`src/rtl/vs_inner_product_engine_pkg.sv`:
```
// Shared types, constants and helpers for the inner-product engine.
// Q15 values live on 32-bit signed words.
package vs_inner_product_engine_pkg;

    localparam int FP_DATA_BUS_WIDTH = 32;
    localparam int FP_Q_DEFAULT = 15;
    localparam int SIGNAL_SIZE_DEFAULT = 16;
    localparam int DICTIONARY_SIZE_DEFAULT = 64;

    // Widest accumulator needed: M up to 256 rows.
    localparam int ACC_MAX_W = 2 * FP_DATA_BUS_WIDTH + 8 + 1;

    typedef logic signed [31:0] fp_32_t;
    typedef logic signed [63:0] fp_64_t;
    typedef logic signed [ACC_MAX_W-1:0] acc_max_t;

    localparam fp_32_t FP32_MAX = 32'sh7FFF_FFFF;
    localparam fp_32_t FP32_MIN = 32'sh8000_0000;

    typedef enum logic [2:0] {
        IP_IDLE,
        IP_ISSUE,
        IP_DRAIN,
        IP_WRITE,
        IP_DONE
    } vs_ip_state_t;

    // Sum of m full-width products plus a sign bit never overflows.
    function automatic int vs_ip_acc_width(input int m);
        return 2 * FP_DATA_BUS_WIDTH + $clog2(m) + 1;
    endfunction

    // Floor shift by q fraction bits, then clamp to the 32-bit range.
    function automatic fp_32_t vs_fixed_acc_to_fp32(
        input acc_max_t acc,
        input int q = FP_Q_DEFAULT
    );
        acc_max_t sh;
        sh = acc >>> q;
        if (sh > acc_max_t'(FP32_MAX)) begin
            return FP32_MAX;
        end
        if (sh < acc_max_t'(FP32_MIN)) begin
            return FP32_MIN;
        end
        return sh[31:0];
    endfunction

endpackage

```
`src/rtl/vs_inner_product_engine_if.sv`:
```
// Command handshake plus y/dictionary read and x write ports.
// master = engine side, slave = environment (RAMs and controller).
interface vs_inner_product_engine_if;
    import vs_inner_product_engine_pkg::*;

    logic        start;
    logic        busy;
    logic        done;
    logic [7:0]  y_read_addr;
    fp_32_t      y_read_data;
    logic [15:0] dict_read_addr;
    fp_32_t      dict_read_data;
    logic        x_write_enable;
    logic [7:0]  x_write_addr;
    fp_32_t      x_write_data;

    modport master (
        input  start,
        input  y_read_data,
        input  dict_read_data,
        output busy,
        output done,
        output y_read_addr,
        output dict_read_addr,
        output x_write_enable,
        output x_write_addr,
        output x_write_data
    );

    modport slave (
        output start,
        output y_read_data,
        output dict_read_data,
        input  busy,
        input  done,
        input  y_read_addr,
        input  dict_read_addr,
        input  x_write_enable,
        input  x_write_addr,
        input  x_write_data
    );

endinterface

```
`src/rtl/vs_inner_product_engine_mac.sv`:
```
// Registered signed multiply-accumulate with clear and enable.
// The result is the accumulator floor-shifted and saturated to Q15.
module vs_fp_mac
    import vs_inner_product_engine_pkg::*;
#(
    parameter int ACC_W = vs_ip_acc_width(SIGNAL_SIZE_DEFAULT),
    parameter int FP_Q  = FP_Q_DEFAULT
) (
    input  logic   clk,
    input  logic   reset,
    input  logic   clear,
    input  logic   en,
    input  fp_32_t a,
    input  fp_32_t b,
    output fp_32_t result
);

    logic signed [ACC_W-1:0] acc;
    fp_64_t prod;

    assign prod = a * b;

    // Clear wins over accumulate; they are never requested together.
    always_ff @(posedge clk or posedge reset) begin
        if (reset) begin
            acc <= '0;
        end else if (clear) begin
            acc <= '0;
        end else if (en) begin
            acc <= acc + ACC_W'(prod);
        end
    end

    assign result = vs_fixed_acc_to_fp32(acc_max_t'(acc), FP_Q);

endmodule

```
`src/rtl/vs_inner_product_engine.sv`:
```
// Computes x[c] = sum_r D[c*M+r] * y[r] for every column c.
// One column costs M issue cycles, one drain and one write.
module vs_inner_product_engine
    import vs_inner_product_engine_pkg::*;
#(
    parameter int M    = SIGNAL_SIZE_DEFAULT,
    parameter int N    = DICTIONARY_SIZE_DEFAULT,
    parameter int FP_Q = FP_Q_DEFAULT
) (
    input logic clk,
    input logic reset,
    vs_inner_product_engine_if.master bus
);

    localparam int ACC_W = vs_ip_acc_width(M);

    vs_ip_state_t state_q, state_d;
    logic [7:0] r_q, r_d;
    logic [7:0] c_q, c_d;
    logic       en_q;
    logic       acc_clr;
    fp_32_t     result;

    logic issuing;
    logic writing;

    // State, counters and the one-cycle-late accumulate enable.
    always_ff @(posedge clk or posedge reset) begin
        if (reset) begin
            state_q <= IP_IDLE;
            r_q     <= '0;
            c_q     <= '0;
            en_q    <= 1'b0;
        end else begin
            state_q <= state_d;
            r_q     <= r_d;
            c_q     <= c_d;
            en_q    <= (state_q == IP_ISSUE);
        end
    end

    // Next state, counter updates and accumulator clear.
    always_comb begin
        state_d = state_q;
        r_d     = r_q;
        c_d     = c_q;
        acc_clr = 1'b0;
        unique case (state_q)
            IP_IDLE: begin
                if (bus.start) begin
                    state_d = IP_ISSUE;
                    r_d     = '0;
                    c_d     = '0;
                    acc_clr = 1'b1;
                end
            end
            IP_ISSUE: begin
                if (r_q == 8'(M - 1)) begin
                    state_d = IP_DRAIN;
                    r_d     = '0;
                end else begin
                    r_d = r_q + 8'd1;
                end
            end
            IP_DRAIN: begin
                state_d = IP_WRITE;
            end
            IP_WRITE: begin
                acc_clr = 1'b1;
                r_d     = '0;
                if (c_q == 8'(N - 1)) begin
                    state_d = IP_DONE;
                end else begin
                    c_d     = c_q + 8'd1;
                    state_d = IP_ISSUE;
                end
            end
            IP_DONE: begin
                state_d = IP_IDLE;
            end
            default: begin
                state_d = IP_IDLE;
            end
        endcase
    end

    vs_fp_mac #(
        .ACC_W (ACC_W),
        .FP_Q  (FP_Q)
    ) u_mac (
        .clk    (clk),
        .reset  (reset),
        .clear  (acc_clr),
        .en     (en_q),
        .a      (bus.dict_read_data),
        .b      (bus.y_read_data),
        .result (result)
    );

    assign issuing = (state_q == IP_ISSUE);
    assign writing = (state_q == IP_WRITE);

    assign bus.busy = issuing
                    | (state_q == IP_DRAIN)
                    | writing;
    assign bus.done = (state_q == IP_DONE);

    assign bus.y_read_addr = issuing ? r_q : '0;
    assign bus.dict_read_addr = issuing
        ? 16'(c_q) * 16'(M) + 16'(r_q)
        : '0;

    assign bus.x_write_enable = writing;
    assign bus.x_write_addr   = writing ? c_q : '0;
    assign bus.x_write_data   = writing ? result : '0;

endmodule

```
`src/flat_wrapper.sv`:
```
// flat-port wrapper written by rule: the top's interface ports become plain ports
module vs_inner_product_engine_flat import vs_inner_product_engine_pkg::*;
#(
    parameter int M    = SIGNAL_SIZE_DEFAULT,
    parameter int N    = DICTIONARY_SIZE_DEFAULT,
    parameter int FP_Q = FP_Q_DEFAULT
)
  (clk, reset, bus_start, bus_y_read_data, bus_dict_read_data, bus_busy, bus_done, bus_y_read_addr, bus_dict_read_addr, bus_x_write_enable, bus_x_write_addr, bus_x_write_data);
  vs_inner_product_engine_if bus_i ();
  input logic clk;
  input logic reset;
  input wire logic [$bits(bus_i.start)-1:0] bus_start;
  input wire logic [$bits(bus_i.y_read_data)-1:0] bus_y_read_data;
  input wire logic [$bits(bus_i.dict_read_data)-1:0] bus_dict_read_data;
  output wire logic [$bits(bus_i.busy)-1:0] bus_busy;
  output wire logic [$bits(bus_i.done)-1:0] bus_done;
  output wire logic [$bits(bus_i.y_read_addr)-1:0] bus_y_read_addr;
  output wire logic [$bits(bus_i.dict_read_addr)-1:0] bus_dict_read_addr;
  output wire logic [$bits(bus_i.x_write_enable)-1:0] bus_x_write_enable;
  output wire logic [$bits(bus_i.x_write_addr)-1:0] bus_x_write_addr;
  output wire logic [$bits(bus_i.x_write_data)-1:0] bus_x_write_data;
  assign bus_i.start = bus_start;
  assign bus_i.y_read_data = bus_y_read_data;
  assign bus_i.dict_read_data = bus_dict_read_data;
  assign bus_busy = bus_i.busy;
  assign bus_done = bus_i.done;
  assign bus_y_read_addr = bus_i.y_read_addr;
  assign bus_dict_read_addr = bus_i.dict_read_addr;
  assign bus_x_write_enable = bus_i.x_write_enable;
  assign bus_x_write_addr = bus_i.x_write_addr;
  assign bus_x_write_data = bus_i.x_write_data;
  vs_inner_product_engine #(.M(M), .N(N), .FP_Q(FP_Q)) u_core (.clk(clk), .reset(reset), .bus(bus_i));
endmodule
```
`config.mk`:
```
export PLATFORM = sky130hd
export DESIGN_NAME = vs_inner_product_engine_flat
export DESIGN_NICKNAME = d
export VERILOG_FILES = /design/src/rtl/vs_inner_product_engine_pkg.sv /design/src/rtl/vs_inner_product_engine_if.sv /design/src/rtl/vs_inner_product_engine_mac.sv /design/src/rtl/vs_inner_product_engine.sv /design/src/flat_wrapper.sv
export SDC_FILE = /design/constraint.sdc
export NUM_CORES = 2
export LEC_CHECK = 0
export CAP_MARGIN = 10
export CELL_PAD_IN_SITES_DETAIL_PLACEMENT = 1
export CELL_PAD_IN_SITES_GLOBAL_PLACEMENT = 1
export CORE_MARGIN = 3
export CORE_UTILIZATION = 40
export DETAILED_ROUTE_END_ITERATION = 7
export PLACE_DENSITY_LB_ADDON = 0.2
export SYNTH_ARGS = -nofsm -noshare
export SYNTH_HDL_FRONTEND = slang
export SYNTH_SLANG_ARGS = --single-unit
```
`constraint.sdc`:
```
create_clock -name clk -period 8.17 [get_ports clk]
set_input_delay 2.0425 -clock clk [delete_from_list [all_inputs] [get_ports clk]]
set_output_delay 2.0425 -clock clk [all_outputs]
set_load 0.1 [all_outputs]
```
* Yosys cells after proc, flatten, opt, wreduce, memory -nomap -nowiden *
Cells that the tools add are included.

word-level totals
  flip-flop bits (word level) = 89
  output and inout port bits = 67
  word-level logic and storage cells = 54

cells by class
  add/subtract/negate cells = 4
  $mul = 1
  magnitude comparators = 2
  eq/ne operators = 9
  multiplexer cells = 24
  bitwise gates (word level) = 2
  reductions and logical operators = 7

operator list
  kind                  number
  $mux 32               5
  $mux 69               2
  $add 69x64->69        1
  $mul 32x32->64        1
  $gt 54x32->1 const B  1
  $lt 54x32->1 const B  1
  $mux 8                5
  $pmux 8 s3            1
  $add 8x1->8 const B   2
  $mux 16               1
  $pmux 8 s2            1
  $add 12x8->13         1
  $pmux 3 s4            1
  $mux 3                3
  $eq 8x4->1 const B    1
  $eq 8x6->1 const B    1
  $eq 3x2->1 const B    2
  $ne 2x2->1 const B    3
  $mux 1                4
  $reduce_and 2->1      2
  $reduce_bool 2->1     2
  $eq 3x1->1 const B    1
  $eq 3x3->1 const B    1
  $logic_not 3->1       1
  other kinds (4)       5

* Longest topological paths before layout *
  depth in word-level cells = 6
  gate-level depth with buffers = 30

* Cells and area by module *
A second synthesis with hierarchy kept.

second synthesis, totals
  cell total of the unflattened synthesis = 4977
  area, all modules = 46296.9 um2

by module, submodules not included
  module                   times used  cells each  area an instance (um2)  seq. area each (um2)
  vs_fp_mac                1           4769        44591.5                 1726.7
  vs_inner_product_engine  1           208         1705.4                  500.5

* Least setup slack after synthesis *
No wires, ideal clock.

  path kind = in2reg
  start = input bus_dict_read_data[31]
  end = register u_core.u_mac.acc[68]
  library setup time = 69 ps
  arrival = 10380 ps
  data required time = 8101 ps
  setup slack = -2279 ps
  cell stages on the path = 27
  path buffers = 2
  cell sequence = clkbuf_1 -> nand2_1 -> fa_1 -> inv_1 -> fa_1 -> fa_1 -> inv_1 -> fa_1 -> inv_1 -> fa_1 -> fa_1 -> fa_1 -> inv_1 -> fa_1 -> inv_1 -> ha_1 -> clkbuf_1 -> a21o_1 -> a21o_1 -> a21oi_1 -> o21ai_0 -> nand3_1 -> nand4_1 -> o31ai_2 -> o41ai_1 -> or4_1 -> nand3_1

between the ends
  cells in the longest elaborated chain, start to end = 4

RTL lines
  item                  line                               RTL
  from (decl)           flat_wrapper.sv:14                 input wire logic [$bits(bus_i.dict_read_data)-1:0] bus_dict_read_data;
  $mul 32x32->64        vs_inner_product_engine_mac.sv:21  assign prod = a * b;
  $add 69x64->69        vs_inner_product_engine_mac.sv:30  acc <= acc + ACC_W'(prod);
  $mux 69               vs_inner_product_engine_mac.sv:29  end else if (en) begin
  $mux 69               vs_inner_product_engine_mac.sv:27  end else if (clear) begin
  to (signal assigned)  vs_inner_product_engine_mac.sv:30
  to (decl)             vs_inner_product_engine_mac.sv:18  logic signed [ACC_W-1:0] acc;

Every way passes these cells. The select of a mux whose other input is x is not followed.
A chain may end at the register's enable or synchronous reset.

* Final worst setup path *
  start = input bus_dict_read_data[24]
  end = register u_core.u_mac.acc[63]

The elaborated chain is that of the path after synthesis.

==> impl_summary.log <==
INFO  metric worstPathMaxFanout = 6
INFO  metric clock_skew_after_layout = 0.0119 ns
INFO  metric setup_viol_count_final = 48
INFO  metric timing.hold.worst.class = reg -> reg
INFO  metric final_layout_size_suffix_gt1_share = 24.4%
INFO  metric setup.worst_path.start_class = input pin
INFO  metric htree_num_levels = 3
INFO  metric tightestPinTransition = roughly 1.1 ns
INFO  metric final.min_clock_period = 9.39 ns
INFO  metric final-max-slew-violation-count = 0
INFO  metric die_area = between 100,000 and 150,000 sq um
INFO  metric arrival_time_at_the_worst_endpoint = 9.61 ns
INFO  metric initial_core_util = 40.6%
INFO  metric clockRootBuffer = sky130_fd_sc_hd__clkbuf_16
INFO  metric synth_cell_types = 67
INFO  metric detailed_place_hpwl = approximately 130 mm
INFO  metric fin_ws = -1.22 ns
INFO  metric violations = setup timing
INFO  metric synth_sequential_area_ratio = 4.85%
INFO  metric clk_pin_slew_worst_paths = roughly 0.07 ns
INFO  metric coreArea = 113,000 sq um
INFO  metric place_inst = around 6,900
INFO  metric fmax = approximately 0.11 GHz
INFO  metric grt_max_degree = 52
INFO  metric critical-path-slowest-cell = sky130_fd_sc_hd__fa_1
INFO  metric slew_headroom = 25.5%
INFO  metric worstSetupEndpointType = register
INFO  metric antenna_found_initial = 4
INFO  metric cts_num_sinks = 89
INFO  metric synth_enable_flop_cells = 0
INFO  metric wire_per_inst = 23.9 um
INFO  metric syn_area = about 46,000 sq um
INFO  metric critical-path-top-cell-by-count = sky130_fd_sc_hd__fa_1
INFO  metric timing.critical_path.slowest_cell_delay = 0.59 ns
INFO  metric synth-seq-cells = 89
INFO  metric timing.hold.ws = 0.488 ns
INFO  metric die_height = 345 um
INFO  metric syn-instance-count = 4,983
INFO  metric drt-pass1-iter-count = 5
INFO  metric fin_crit_sh = 115%
INFO  metric synth_warnings = 0
INFO  metric finalWeightedCongestion = just under 0.9
INFO  metric cp.required = 8.39 ns
INFO  metric via_count = 36,800
INFO  metric post_drt_via_cell_ratio = 5.13
INFO  metric async_reset_ff_share = 100%
INFO  metric drc = 0
INFO  metric port_buffers = 130
INFO  metric drt.antenna.violating_nets = 0
INFO  metric grt_setup_unrepaired = true
INFO  metric numCtsBuffers = 9
INFO  metric layoutNonFillerInstCount = 7,172
INFO  metric most_used_flip_flop_cell_after_synthesis = sky130_fd_sc_hd__dfrtp_1
INFO  metric max_capacitance_violation_count = 0
INFO  metric syn_to_final_growth = 30.2%
INFO  metric setup_total_negative_slack = -35.24 ns
INFO  metric drt-total-wl = 172 mm
INFO  metric grt_first_pass_wirelength = 260 mm
INFO  metric placementRows = 123
INFO  metric clock_latency = between 0.3 and 0.4 ns
INFO  metric postSynthAreaPerCell = slightly above 9 sq um
INFO  metric floorplan.io_pins = about 130
INFO  metric clock_tree_from_tritoncts = yes
INFO  metric finish.net_count = approximately 7,200
INFO  metric initialDrtViolationCount = around 2,200
INFO  metric path_class = in -> reg
INFO  metric result_of_the_run = finished with violations
INFO  metric first_global_vias = 42,900
INFO  metric hold_violations = 0
INFO  metric die_outline_width = 345 um
INFO  metric cts_hold_buffers = 0
INFO  metric cts_buffer_depth = 2
INFO  metric globalRouteOverflowTotal = 0
INFO  metric grt_util_all_layers = 28.9%
[sequential cells by signal (all words and copies together), names as in the netlist]
signal / count
u_core.r_q: 8
u_core.u_mac.acc: 69
u_core.en_q: 1
u_core.c_q: 8
u_core.state_q: 3
[worst paths after layout]
check,start,endpoint,slack [ns],cells after the start
setup / recovery,bus_dict_read_data[24],u_core.u_mac.acc[63]$_DFFE_PP0P_,-1.22,29
hold / removal,u_core.u_mac.acc[9]$_DFFE_PP0P_,u_core.u_mac.acc[9]$_DFFE_PP0P_,0.49,2
setup reg to reg,u_core.u_mac.acc[26]$_DFFE_PP0P_,u_core.u_mac.acc[63]$_DFFE_PP0P_,0.40,27
hold reg to reg,u_core.u_mac.acc[9]$_DFFE_PP0P_,u_core.u_mac.acc[9]$_DFFE_PP0P_,0.49,2
max in group asynchronous,reset,u_core.u_mac.acc[8]$_DFFE_PP0P_,4.94,3
min in group asynchronous,reset,u_core.r_q[1]$_DFFE_PP0P_,2.09,2
[Yosys cell counts, types with 8 or more instances]
| library cell | instances | area (sq um) |
|---|---|---|
| sky130_fd_sc_hd__a21o_1 | 23 | 173 |
| sky130_fd_sc_hd__a21oi_1 | 123 | 616 |
| sky130_fd_sc_hd__a31oi_1 | 13 | 81.3 |
| sky130_fd_sc_hd__and2_1 | 495 | 3100 |
| sky130_fd_sc_hd__and3_1 | 11 | 68.8 |
| sky130_fd_sc_hd__clkbuf_1 | 242 | 908 |
| sky130_fd_sc_hd__dfrtp_1 | 89 | 2230 |
| sky130_fd_sc_hd__fa_1 | 1261 | 25200 |
| sky130_fd_sc_hd__ha_1 | 235 | 2940 |
| sky130_fd_sc_hd__inv_1 | 1312 | 4920 |
| sky130_fd_sc_hd__nand2_1 | 685 | 2570 |
| sky130_fd_sc_hd__nand2b_1 | 8 | 50.1 |
| sky130_fd_sc_hd__nand3_1 | 21 | 105 |
| sky130_fd_sc_hd__nand4_1 | 34 | 213 |
| sky130_fd_sc_hd__nor2_1 | 88 | 330 |
| sky130_fd_sc_hd__nor2b_1 | 9 | 56.3 |
| sky130_fd_sc_hd__o21ai_0 | 116 | 581 |
| sky130_fd_sc_hd__o21bai_1 | 14 | 105 |
| sky130_fd_sc_hd__xnor2_1 | 43 | 377 |
| sky130_fd_sc_hd__xor2_1 | 38 | 333 |
[layer usage]
layer / GRT usage, % / vias to the layer above / routed length, um
met1: 39.1 / 19800 / 69300
met2: 49.4 / 1060 / 85500
met4: 8.36 / 2 / 7320
met3: 3.11 / 313 / 9380
li1: - / 15600 / -
met5: 0 / - / 12
[stage by stage]
step / util [%] / worst slack [ns] / instance area (sq um)
5_1_grt: 52.8 / -1.36 / 59800
4_1_cts: 51.5 / -1.01 / 58300
3_3_place_gp: 47.5 / -1.86 / 53800
6_report: 52.8 / -1.22 / 59800
3_5_place_dp: 47.5 / -1.99 / 53800
2_1_floorplan: - / -1.33 / 46500
[worst max-delay path: cells and delay by family]
kind                       cells  cell delay, ns
AOI/OAI and AO/OA              5            0.85
adders and majority gates      9            4.54
and+or+nand+nor                5            1.08
buffers and inverters          9            0.95
xor gates and xnor gates       1            0.14
[area by class of cell]
| class | count | area, sq um |
|---|---|---|
| Clock inverter | 5 | 63.8 |
| Antenna cell | 1 | 2.50 |
| Tap cell | 1500 | 1880 |
| Multi-Input combinational cell | 3332 | 40300 |
| Inverter | 1312 | 4940 |
| Timing Repair Buffer | 923 | 10200 |
| Clock buffer | 10 | 239 |
| Fill cell | 12600 | 53400 |
| Sequential cell | 89 | 2230 |
[layout by cell type, fill, tap and decap left out, types with 27 or more instances in the layout]
cell,n
sky130_fd_sc_hd__nand2_2,35
sky130_fd_sc_hd__buf_6,119
sky130_fd_sc_hd__nor2_1,70
sky130_fd_sc_hd__and2_1,454
sky130_fd_sc_hd__fa_1,1170
sky130_fd_sc_hd__buf_4,523
sky130_fd_sc_hd__clkdlybuf4s50_1,67
sky130_fd_sc_hd__a21oi_1,75
sky130_fd_sc_hd__and2_4,41
sky130_fd_sc_hd__dfrtp_1,89
sky130_fd_sc_hd__inv_1,1212
sky130_fd_sc_hd__a21oi_2,34
sky130_fd_sc_hd__fa_2,91
sky130_fd_sc_hd__o21ai_0,46
sky130_fd_sc_hd__nand4_1,34
sky130_fd_sc_hd__nand2_1,636
sky130_fd_sc_hd__ha_1,187
sky130_fd_sc_hd__inv_2,95
sky130_fd_sc_hd__buf_12,121
sky130_fd_sc_hd__o21ai_1,51
sky130_fd_sc_hd__ha_4,46
sky130_fd_sc_hd__xnor2_1,27
[kinds of logic (layout without fill, tap and decap cells)]
family,Yosys count,after routing,synth area share (%)
buffers and inverters,1564,2250,12.8
adders and majority gates,1496,1496,61.3
and+or+nand+nor,1398,1398,14.8
AOI/OAI and AO/OA,352,352,4.54
DFF,89,89,4.85
xor gates and xnor gates,81,81,1.54
muxes,2,2,0.0436
other,1,4,0.00816
[timing repair]
action / in CTS / in global routing
resized for setup: 744 / 320
setup endpoints to repair: 53 / 53
cloned: 41 / 5
setup buffers: 157 / 67
pin swaps: 298 / 238
Power is left out: the tool's default activity adds up to more than one toggle a clock period on the data nets, which glitch-free logic cannot reach.
